<file path="config.mk">
export PLATFORM = sky130hd
export DESIGN_NAME = divide_fix_issuer_40_8
export DESIGN_NICKNAME = d
export VERILOG_FILES = /design/src/rtl/divide_fix_pkg.sv /design/src/rtl/divide_fix_result_fifo.sv /design/src/rtl/divide_fix_issuer_40_8.sv
export SDC_FILE = /design/constraint.sdc
export NUM_CORES = 1
export LEC_CHECK = 0
export CAP_MARGIN = 20
export CORE_UTILIZATION = 51
export DETAILED_ROUTE_END_ITERATION = 10
export PLACE_DENSITY = 0.73
export SLEW_MARGIN = 20
export SYNTH_ARGS = -nofsm -noshare
export SYNTH_HDL_FRONTEND = slang
export SYNTH_SLANG_ARGS = --single-unit
</file>
<file path="constraint.sdc">
create_clock -name aclk -period 5.9 [get_ports aclk]
set_input_delay 0.59 -clock aclk [delete_from_list [all_inputs] [get_ports aclk]]
set_output_delay 0.59 -clock aclk [all_outputs]
set_load 0.01 [all_outputs]
</file>
<file path="src/rtl/divide_fix_pkg.sv">
// Shared widths, FSM state and result record for the 40/8 fixed-point divide issuer.
package divide_fix_pkg;

    localparam int DIV_A_W = 40;
    localparam int DIV_B_W = 8;
    localparam int DIV_R_W = 64;

    typedef enum logic {
        FLUSH = 1'b0,
        RUN   = 1'b1
    } state_e;

    typedef struct packed {
        logic [DIV_R_W-1:0] data;
        logic               dz;
    } result_t;

endpackage

</file>
<file path="src/rtl/divide_fix_result_fifo.sv">
// Synchronous first-word-fall-through FIFO; push and pop together are accepted even when full.
module divide_fix_result_fifo #(
    parameter int WIDTH = 65,
    parameter int DEPTH = 16,
    localparam int AW = $clog2(DEPTH),
    localparam int CW = AW + 1
) (
    input  logic             clk,
    input  logic             rst,
    input  logic             push,
    input  logic [WIDTH-1:0] push_data,
    input  logic             pop,
    output logic [WIDTH-1:0] pop_data,
    output logic [CW-1:0]    count,
    output logic             empty,
    output logic             full
);

    logic [WIDTH-1:0] mem_q [DEPTH];
    logic [AW-1:0]    wr_ptr_q, wr_ptr_d;
    logic [AW-1:0]    rd_ptr_q, rd_ptr_d;
    logic [CW-1:0]    count_q, count_d;
    logic             do_push, do_pop;

    assign empty    = (count_q == '0);
    assign full     = (count_q == CW'(DEPTH));
    assign count    = count_q;
    assign do_pop   = pop && !empty;
    assign do_push  = push && (!full || do_pop);
    assign pop_data = mem_q[rd_ptr_q];

    always_comb begin
        // NOTE: every signal gets its default first so no path leaves it unassigned (no latch).
        wr_ptr_d = wr_ptr_q;
        rd_ptr_d = rd_ptr_q;
        count_d  = count_q;
        if (do_push) wr_ptr_d = wr_ptr_q + AW'(1);
        if (do_pop)  rd_ptr_d = rd_ptr_q + AW'(1);
        case ({do_push, do_pop})
            2'b10:   count_d = count_q + CW'(1);
            2'b01:   count_d = count_q - CW'(1);
            default: count_d = count_q;
        endcase
    end

    always_ff @(posedge clk) begin
        if (rst) begin
            wr_ptr_q <= '0;
            rd_ptr_q <= '0;
            count_q  <= '0;
        end else begin
            wr_ptr_q <= wr_ptr_d;
            rd_ptr_q <= rd_ptr_d;
            count_q  <= count_d;
        end
    end

    // NOTE: storage is deliberately not reset; the pointers and count alone define what is valid.
    always_ff @(posedge clk) begin
        if (do_push) mem_q[wr_ptr_q] <= push_data;
    end

endmodule

</file>
<file path="src/rtl/divide_fix_issuer_40_8.sv">
// Issues 40/8 operand pairs to a fixed-latency divider and buffers results under credit control.
// Optional per-operation divide-by-zero flag path: DIVIDE_FIX_ISSUER_DZ_FLAG_EN.
module divide_fix_issuer_40_8
    import divide_fix_pkg::*;
#(
    parameter int DEPTH       = 16,
    parameter int DIV_LATENCY = 20
) (
    input  logic               aclk,
    input  logic               areset,
    input  logic               s_axis_req_tvalid,
    output logic               s_axis_req_tready,
    input  logic [DIV_A_W-1:0] s_axis_req_a,
    input  logic [DIV_B_W-1:0] s_axis_req_b,
    output logic               m_div_a_tvalid,
    output logic               m_div_b_tvalid,
    output logic [DIV_A_W-1:0] m_div_a_tdata,
    output logic [DIV_B_W-1:0] m_div_b_tdata,
    input  logic               s_div_result_tvalid,
    input  logic [DIV_R_W-1:0] s_div_result_tdata,
    output logic               m_axis_result_tvalid,
    input  logic               m_axis_result_tready,
    output logic [DIV_R_W-1:0] m_axis_result_tdata,
    output logic               m_axis_result_tuser,
    output logic               err_unexpected
);

    localparam int CW  = $clog2(DEPTH) + 1;
    localparam int FCW = $clog2(DIV_LATENCY + 1);

    state_e             state_q, state_d;
    logic [FCW-1:0]     flush_cnt_q, flush_cnt_d;
    logic [CW-1:0]      inflight_q, inflight_d;
    logic               div_valid_q, div_valid_d;
    logic [DIV_A_W-1:0] div_a_q, div_a_d;
    logic [DIV_B_W-1:0] div_b_q, div_b_d;
    logic               err_q, err_d;

    logic [CW:0]        credit_used;
    logic               accept;
    logic               res_in_run;
    logic               res_ok;
    logic               res_unexp;
    result_t            res_push_data;
    result_t            res_head;
    logic [CW-1:0]      res_count;
    logic               res_empty;
    logic               res_full_unused;

    // Credit covers both buffered results and results still inside the divider.
    assign credit_used       = {1'b0, inflight_q} + {1'b0, res_count};
    assign s_axis_req_tready = (state_q == RUN) && (credit_used < (CW+1)'(DEPTH));
    assign accept            = s_axis_req_tvalid && s_axis_req_tready;
    assign res_in_run        = s_div_result_tvalid && (state_q == RUN);
    assign res_ok            = res_in_run && (inflight_q != '0);
    assign res_unexp         = res_in_run && (inflight_q == '0);

`ifdef DIVIDE_FIX_ISSUER_DZ_FLAG_EN
    logic          dz_head;
    logic [CW-1:0] flag_count_unused;
    logic          flag_empty_unused;
    logic          flag_full_unused;

    // Flags ride alongside the in-flight operations and join their result on return.
    divide_fix_result_fifo #(
        .WIDTH (1),
        .DEPTH (DEPTH)
    ) u_flag_fifo (
        .clk       (aclk),
        .rst       (areset),
        .push      (accept),
        .push_data (s_axis_req_b == '0),
        .pop       (res_ok),
        .pop_data  (dz_head),
        .count     (flag_count_unused),
        .empty     (flag_empty_unused),
        .full      (flag_full_unused)
    );

    always_comb begin
        res_push_data.dz   = dz_head;
        res_push_data.data = dz_head ? {DIV_R_W{1'b1}} : s_div_result_tdata;
    end
`else
    always_comb begin
        res_push_data.dz   = 1'b0;
        res_push_data.data = s_div_result_tdata;
    end
`endif

    divide_fix_result_fifo #(
        .WIDTH ($bits(result_t)),
        .DEPTH (DEPTH)
    ) u_result_fifo (
        .clk       (aclk),
        .rst       (areset),
        .push      (res_ok),
        .push_data (res_push_data),
        .pop       (m_axis_result_tready),
        .pop_data  (res_head),
        .count     (res_count),
        .empty     (res_empty),
        .full      (res_full_unused)
    );

    // Head data is masked while empty so the uninitialised storage never reaches the port.
    assign m_axis_result_tvalid = !res_empty;
    assign m_axis_result_tdata  = res_empty ? '0 : res_head.data;
    assign m_axis_result_tuser  = !res_empty && res_head.dz;

    assign m_div_a_tvalid = div_valid_q;
    assign m_div_b_tvalid = div_valid_q;
    assign m_div_a_tdata  = div_a_q;
    assign m_div_b_tdata  = div_b_q;
    assign err_unexpected = err_q;

    always_comb begin
        state_d     = state_q;
        flush_cnt_d = flush_cnt_q;
        inflight_d  = inflight_q;
        div_valid_d = accept;
        div_a_d     = accept ? s_axis_req_a : div_a_q;
        div_b_d     = accept ? s_axis_req_b : div_b_q;
        err_d       = err_q | res_unexp;

        case (state_q)
            FLUSH: begin
                flush_cnt_d = flush_cnt_q + FCW'(1);
                if (flush_cnt_q == FCW'(DIV_LATENCY - 1)) state_d = RUN;
            end
            RUN:     state_d = RUN;
            default: state_d = FLUSH;
        endcase

        case ({accept, res_ok})
            2'b10:   inflight_d = inflight_q + CW'(1);
            2'b01:   inflight_d = inflight_q - CW'(1);
            default: inflight_d = inflight_q;
        endcase
    end

    // NOTE: state is updated with non-blocking assignments only; all next-state math lives above.
    always_ff @(posedge aclk) begin
        if (areset) begin
            state_q     <= FLUSH;
            flush_cnt_q <= '0;
            inflight_q  <= '0;
            div_valid_q <= 1'b0;
            div_a_q     <= '0;
            div_b_q     <= '0;
            err_q       <= 1'b0;
        end else begin
            state_q     <= state_d;
            flush_cnt_q <= flush_cnt_d;
            inflight_q  <= inflight_d;
            div_valid_q <= div_valid_d;
            div_a_q     <= div_a_d;
            div_b_q     <= div_b_d;
            err_q       <= err_d;
        end
    end

endmodule

</file>
======== Word level (Yosys, flattened, before mapping) ========
Memories as Yosys holds them, arrays and structs flattened. A register that Yosys moved wholly into a read port is not among the register bits.
Cells that the tools add are included.
word-level totals
  register bits after elaboration ......... 74
  bits in writable memories ............... 1,024
  output and inout bits ................... 118
  memories ................................ 1
memory list
  name                 words  width  rd ports  clocked after memory_dff  write ports  RTL line                      source
  u_result_fifo.mem_q  16     64     1         1                         1            divide_fix_result_fifo.sv:19  logic [WIDTH-1:0] mem_q [DEPTH];
operators by class
  $add $sub $neg .......................... 8
  order comparisons ....................... 1
  equal/unequal tests ..................... 6
  mux-type cells .......................... 9
  bitwise gates (word level) .............. 2
  reductions and logical operators ........ 16
operators by type and width
  operator                                                    number
  2-to-1 mux 64 bit                                           1
  case mux 5 bit (2 select lines)                             2
  adder 5 x 1 -> 5 bit, second input constant                 3
  == test 5 bit, second input constant                        2
  logical NOT 5 bit                                           2
  subtractor 5 x 1 -> 5 bit, second input constant            2
  adder 4 x 1 -> 4 bit, second input constant                 2
  2-to-1 mux 4 bit                                            2
  logical AND 1 bit                                           7
  adder 5 x 5 -> 6 bit                                        1
  less-than comparator 6 x 5 -> 1 bit, second input constant  1
  nonzero test 5 bit                                          1
  == test 2 x 1 -> 1 bit, second input constant               2
  == test 2 bit, second input constant                        2
  nonzero test 2 bit                                          2
  2-to-1 mux 1 bit                                            3
  logical NOT 1 bit                                           2
  case mux 1 bit (2 select lines)                             1
  logical AND 1 bit, second input constant                    1
  logical OR 1 bit                                            1
  NOT 1 bit                                                   1
  OR 1 bit                                                    1

======== Depth between registers and ports, before layout ========
  depth in word-level cells ............... 7
  depth in mapped cells ................... 13

======== Modules after synthesis ========
A second synthesis with hierarchy kept.
second synthesis, totals
  cell total of the unflattened synthesis .. 2,077
  area, all modules ....................... 43,100.1 um2
modules (own cells, without submodules)
  module                  instances  cells an instance  area an instance (um2)  seq. area each (um2)
  divide_fix_result_fifo  1          1,713              39,776.9                31,570.3
  divide_fix_issuer_40_8  1          364                3,323.2                 1,221.2

======== Worst setup path before layout ========
Ideal clock, no wire load.
  path type ............................... input-to-reg
  start point ............................. input s_div_result_tvalid
  end point ............................... memory u_result_fifo.mem_q[11][0] (netlist name), enable pin
  setup time .............................. 0.578 ns
  data arrival time ....................... 5.841 ns
  slack ................................... -0.519 ns
  cell stages on the path ................. 4
  path buffers ............................ 1
  cell sequence ........................... o211a_1 clkbuf_1 and3_4 nor3b_1
between the ends
  longest elaborated chain between the ends .. 5
ends and longest elaborated chain
  element                                 RTL line                      source
  start: declaration                      divide_fix_issuer_40_8.sv:19  input logic s_div_result_tvalid,
  logical AND 1 bit                       divide_fix_issuer_40_8.sv:54  assign res_in_run = s_div_result_tvalid && (state_q == RUN);
  logical AND 1 bit                       divide_fix_issuer_40_8.sv:55  assign res_ok = res_in_run && (inflight_q != '0);
  logical AND 1 bit                       divide_fix_result_fifo.sv:29  assign do_push = push && (!full || do_pop);
  2-to-1 mux 1 bit                        divide_fix_result_fifo.sv:60  if (do_push) mem_q[wr_ptr_q] <= push_data;
  2-to-1 mux 1 bit (not written as such)  divide_fix_result_fifo.sv:60
  end: declaration                        divide_fix_result_fifo.sv:19
No other way between the ends.

==> impl_metrics.ini <==
[critical_path]
slowest_stage = dfxtp_4
path_cells = buf_4 > mux4_2 > mux2_2 > a221o_1 > clkdlybuf4s50_1
crit-reg2reg-launch = u_result_fifo.count[4]$_SDFFE_PP0P_
criticalPathCategory = reg2out
start_kind = flip-flop
required_ps = 5310
r2r_cells = 11
crit_family = buffers and inverters
reg2reg_slack_ps = 1760
critPathMaxStageDelay_ps = 1010
crit_fanout = 56
reg2reg_to = inflight_q[4]$_SDFFE_PP0P_
end_kind = output pin
arrival_ps = 4000
path_buf_inv = 2

[global_route]
antenna_found_initial = 9
grtUsageTotal = 0.224
grt_pass1_vias = 21625
overflow = 0
grt_max_degree = 133
grt_pass1_wl_mm = 139

[detailed_routing]
drc = 0
vias = 20928
wirelength_mm = 94.4
antenna_left = 0
wl_per_cell_um = 27.4
drtIter0Drc = 1910
vias_per_cell = 6.08
first_pass_iters = 5

[power]
peakVddDrop_v = 0.000213
p_leak_nw = 15.2
power_density_mw_per_mm2 = 306

[timing]
rsz0062_at_grt = false
setup_violations = 0
setup_tns_ps = 0
fmax_mhz = 218
min_period_over_period = 0.778
hold_violations = 0
fin_skew_ps = 17.6
holdWs_ps = 485
worst_slew_pin_slew_ps = 1120
min_period_ps = 4590
drv_slew = 0
relSlewSlack = 0.255

[clock_tree]
clock-sinks = 1102
clock_latency_ps = 660
cts_tree = built
clockRootBuffer = clkbuf_16
clk_pin_slew_ps = 60
htreeDepth = 3
cts_resized = 0
cts_made_buffers = 103
cts_setup_buffers = 0
hold_buffers = 0
clockBufferDepth = 3

[cells_and_area]
areaGrowthSynthToFinish_pct = 16.7
drive_gt1_frac = 0.226
design_area_sq_mm = 0.0496
layout.nets = 2419

[run]
cap_violations = 0

[floorplan]
ios = 235
dieArea_sq_mm = 0.0846
die_w_um = 291
die_y_um = 291
coreArea_sq_mm = 0.0824
rows = 105
initial_core_util = 0.517

[min_path]
hp-class = in2reg
holdPathStages = 2
holdCritStartpoint = areset
min_delay_worst_endpoint = inflight_q[1]$_SDFFE_PP0P_

[logic_synthesis]
yosys-top-cells-area = edfxtp_1, mux4_2, dfxtp_1
syn-cell-area_sq_mm = 0.0425
synth_edf_count = 1024
synth_top_area_cell = edfxtp_1
postSynthCellCount = 2032
ys_async_sr_fraction = 0
syn_nets = 2169
synth_top_area_frac = 0.723
ys_seq_elements = 1102
yosys_warnings = 0
syn_avg_cell_area_sq_um = 20.9
synth_cell_types = 49
ys.flop_type = edfxtp_1
ys_seq_area_frac = 0.759

[placed_design]
placed_cell_area_sq_mm = 0.0463
place.gp.congestion = 0.779
dp_hpwl_mm = 47.8
port_buffers = 233

[run_status]
status = completed
-- sequential cells by signal, summed over array words and instances (netlist names), named ones only --
signal / cells
u_result_fifo.wr_ptr_q: 4
u_result_fifo.rd_ptr_q: 4
flush_cnt_q: 5
err_unexpected: 1
m_div_a_tdata: 40
inflight_q: 5
u_result_fifo.mem_q: 1024
state_q: 1
u_result_fifo.count: 5
m_div_a_tvalid: 1
m_div_b_tdata: 8
-- final cells by class --
| class | instances | area [sq um] |
|---|---|---|
| fillers | 5607 | 32700 |
| inverters | 10 | 37.5 |
| repair buffers | 269 | 2820 |
| clock inverters | 66 | 571 |
| well taps | 1070 | 1340 |
| clock buffers | 127 | 2710 |
| multi-input cells | 796 | 9840 |
| flip-flops and latches | 1102 | 32300 |
| diodes | 3 | 7.51 |
-- per-stage QoR --
| stage | instances | utilization | setup slack, ps | power (mW) |
|---|---|---|---|---|
| 4_1_cts | 3440 | 0.603 | 1280 | 15.3 |
| 3_5_place_dp | 3247 | 0.563 | 1780 | 8.89 |
| 6_report | 3443 | 0.603 | 1310 | 15.2 |
| 2_1_floorplan | 2032 | - | 1340 | 8.72 |
| 3_3_place_gp | 3247 | 0.563 | 1860 | 8.87 |
| 5_1_grt | 3443 | 0.603 | 1220 | 15.6 |
-- power breakdown --
group / total [mW] / internal (mW) / leakage [nW] / switching (mW)
Combinational: 0.193 / 0.0783 / 3.75 / 0.114
Sequential: 8.53 / 8.53 / 9.83 / 0.00169
Clock: 6.46 / 3.63 / 1.62 / 2.83
Total: 15.2 / 12.2 / 15.2 / 2.94
-- cell usage after synthesis (all sizes together) (3+ instances only) --
| master | number |
|---|---|
| edfxtp | 1024 |
| mux4 | 256 |
| nor2b | 118 |
| o21ai | 98 |
| dfxtp | 78 |
| mux2 | 65 |
| clkbuf | 64 |
| a221o | 63 |
| buf | 60 |
| nand2b | 51 |
| nor2 | 45 |
| ha | 18 |
| a21oi | 10 |
| inv | 10 |
| xor2 | 9 |
| nand3 | 7 |
| and3 | 5 |
| mux2i | 5 |
| nand2 | 5 |
| nor3 | 3 |
| nor3b | 3 |
| o211ai | 3 |
| or4 | 3 |
-- how the worst max path moves through the flow --
| stage | slack, ps | end | cells after the start |
|---|---|---|---|
| floorplan | 1340 | u_result_fifo.mem_q[15][0]$_DFFE_PP_ | 4 |
| global placement | 1860 | inflight_q[4]$_SDFFE_PP0P_ | 11 |
| detailed placement | 1780 | inflight_q[4]$_SDFFE_PP0P_ | 11 |
| CTS | 1280 | m_axis_result_tdata[8] | 5 |
| global route | 1220 | m_axis_result_tdata[10] | 5 |
| finish | 1310 | m_axis_result_tdata[8] | 5 |
-- routing by layer --
metal	share of wire	up-vias	wire, um	global-route usage
li1	-	8869	-	-
met1	0.40	11097	37900	0.303
met2	0.50	801	47600	0.373
met3	0.067	149	6340	0.0389
met4	0.026	12	2450	0.0734
met5	0.00085	-	80	0
-- cells by family (layout without fill, tap and decap cells) --
kind of cell | after synthesis | count (layout) | synth area share
and+or+nand+nor | 252 | 252 | 0.0345
adders and majority gates | 20 | 20 | 0.00623
other | 1 | 4 | 0.0000881
AOI/OAI and AO/OA | 186 | 186 | 0.0303
buffers and inverters | 134 | 472 | 0.0132
muxes | 326 | 326 | 0.154
DFF | 1102 | 1102 | 0.759
xor gates and xnor gates | 11 | 11 | 0.00226
-- cell usage in the layout (no fill, tap or decap), types with 5 or more instances in the layout --
master,count
a21oi_1,10
edfxtp_1,1024
mux4_2,256
dfxtp_1,75
nor2b_1,117
clkbuf_16,104
inv_6,6
mux2i_1,5
nor2_1,35
o21ai_0,95
nor2_4,10
nand3_1,7
ha_1,18
clkbuf_1,20
clkinv_2,23
a221o_1,63
nand2b_1,51
clkdlybuf4s50_1,232
clkinv_1,22
buf_12,17
xor2_1,9
nand2_1,5
inv_1,10
buf_4,19
bufinv_16,8
mux2_2,64
Power figures use the tool's default switching activity.
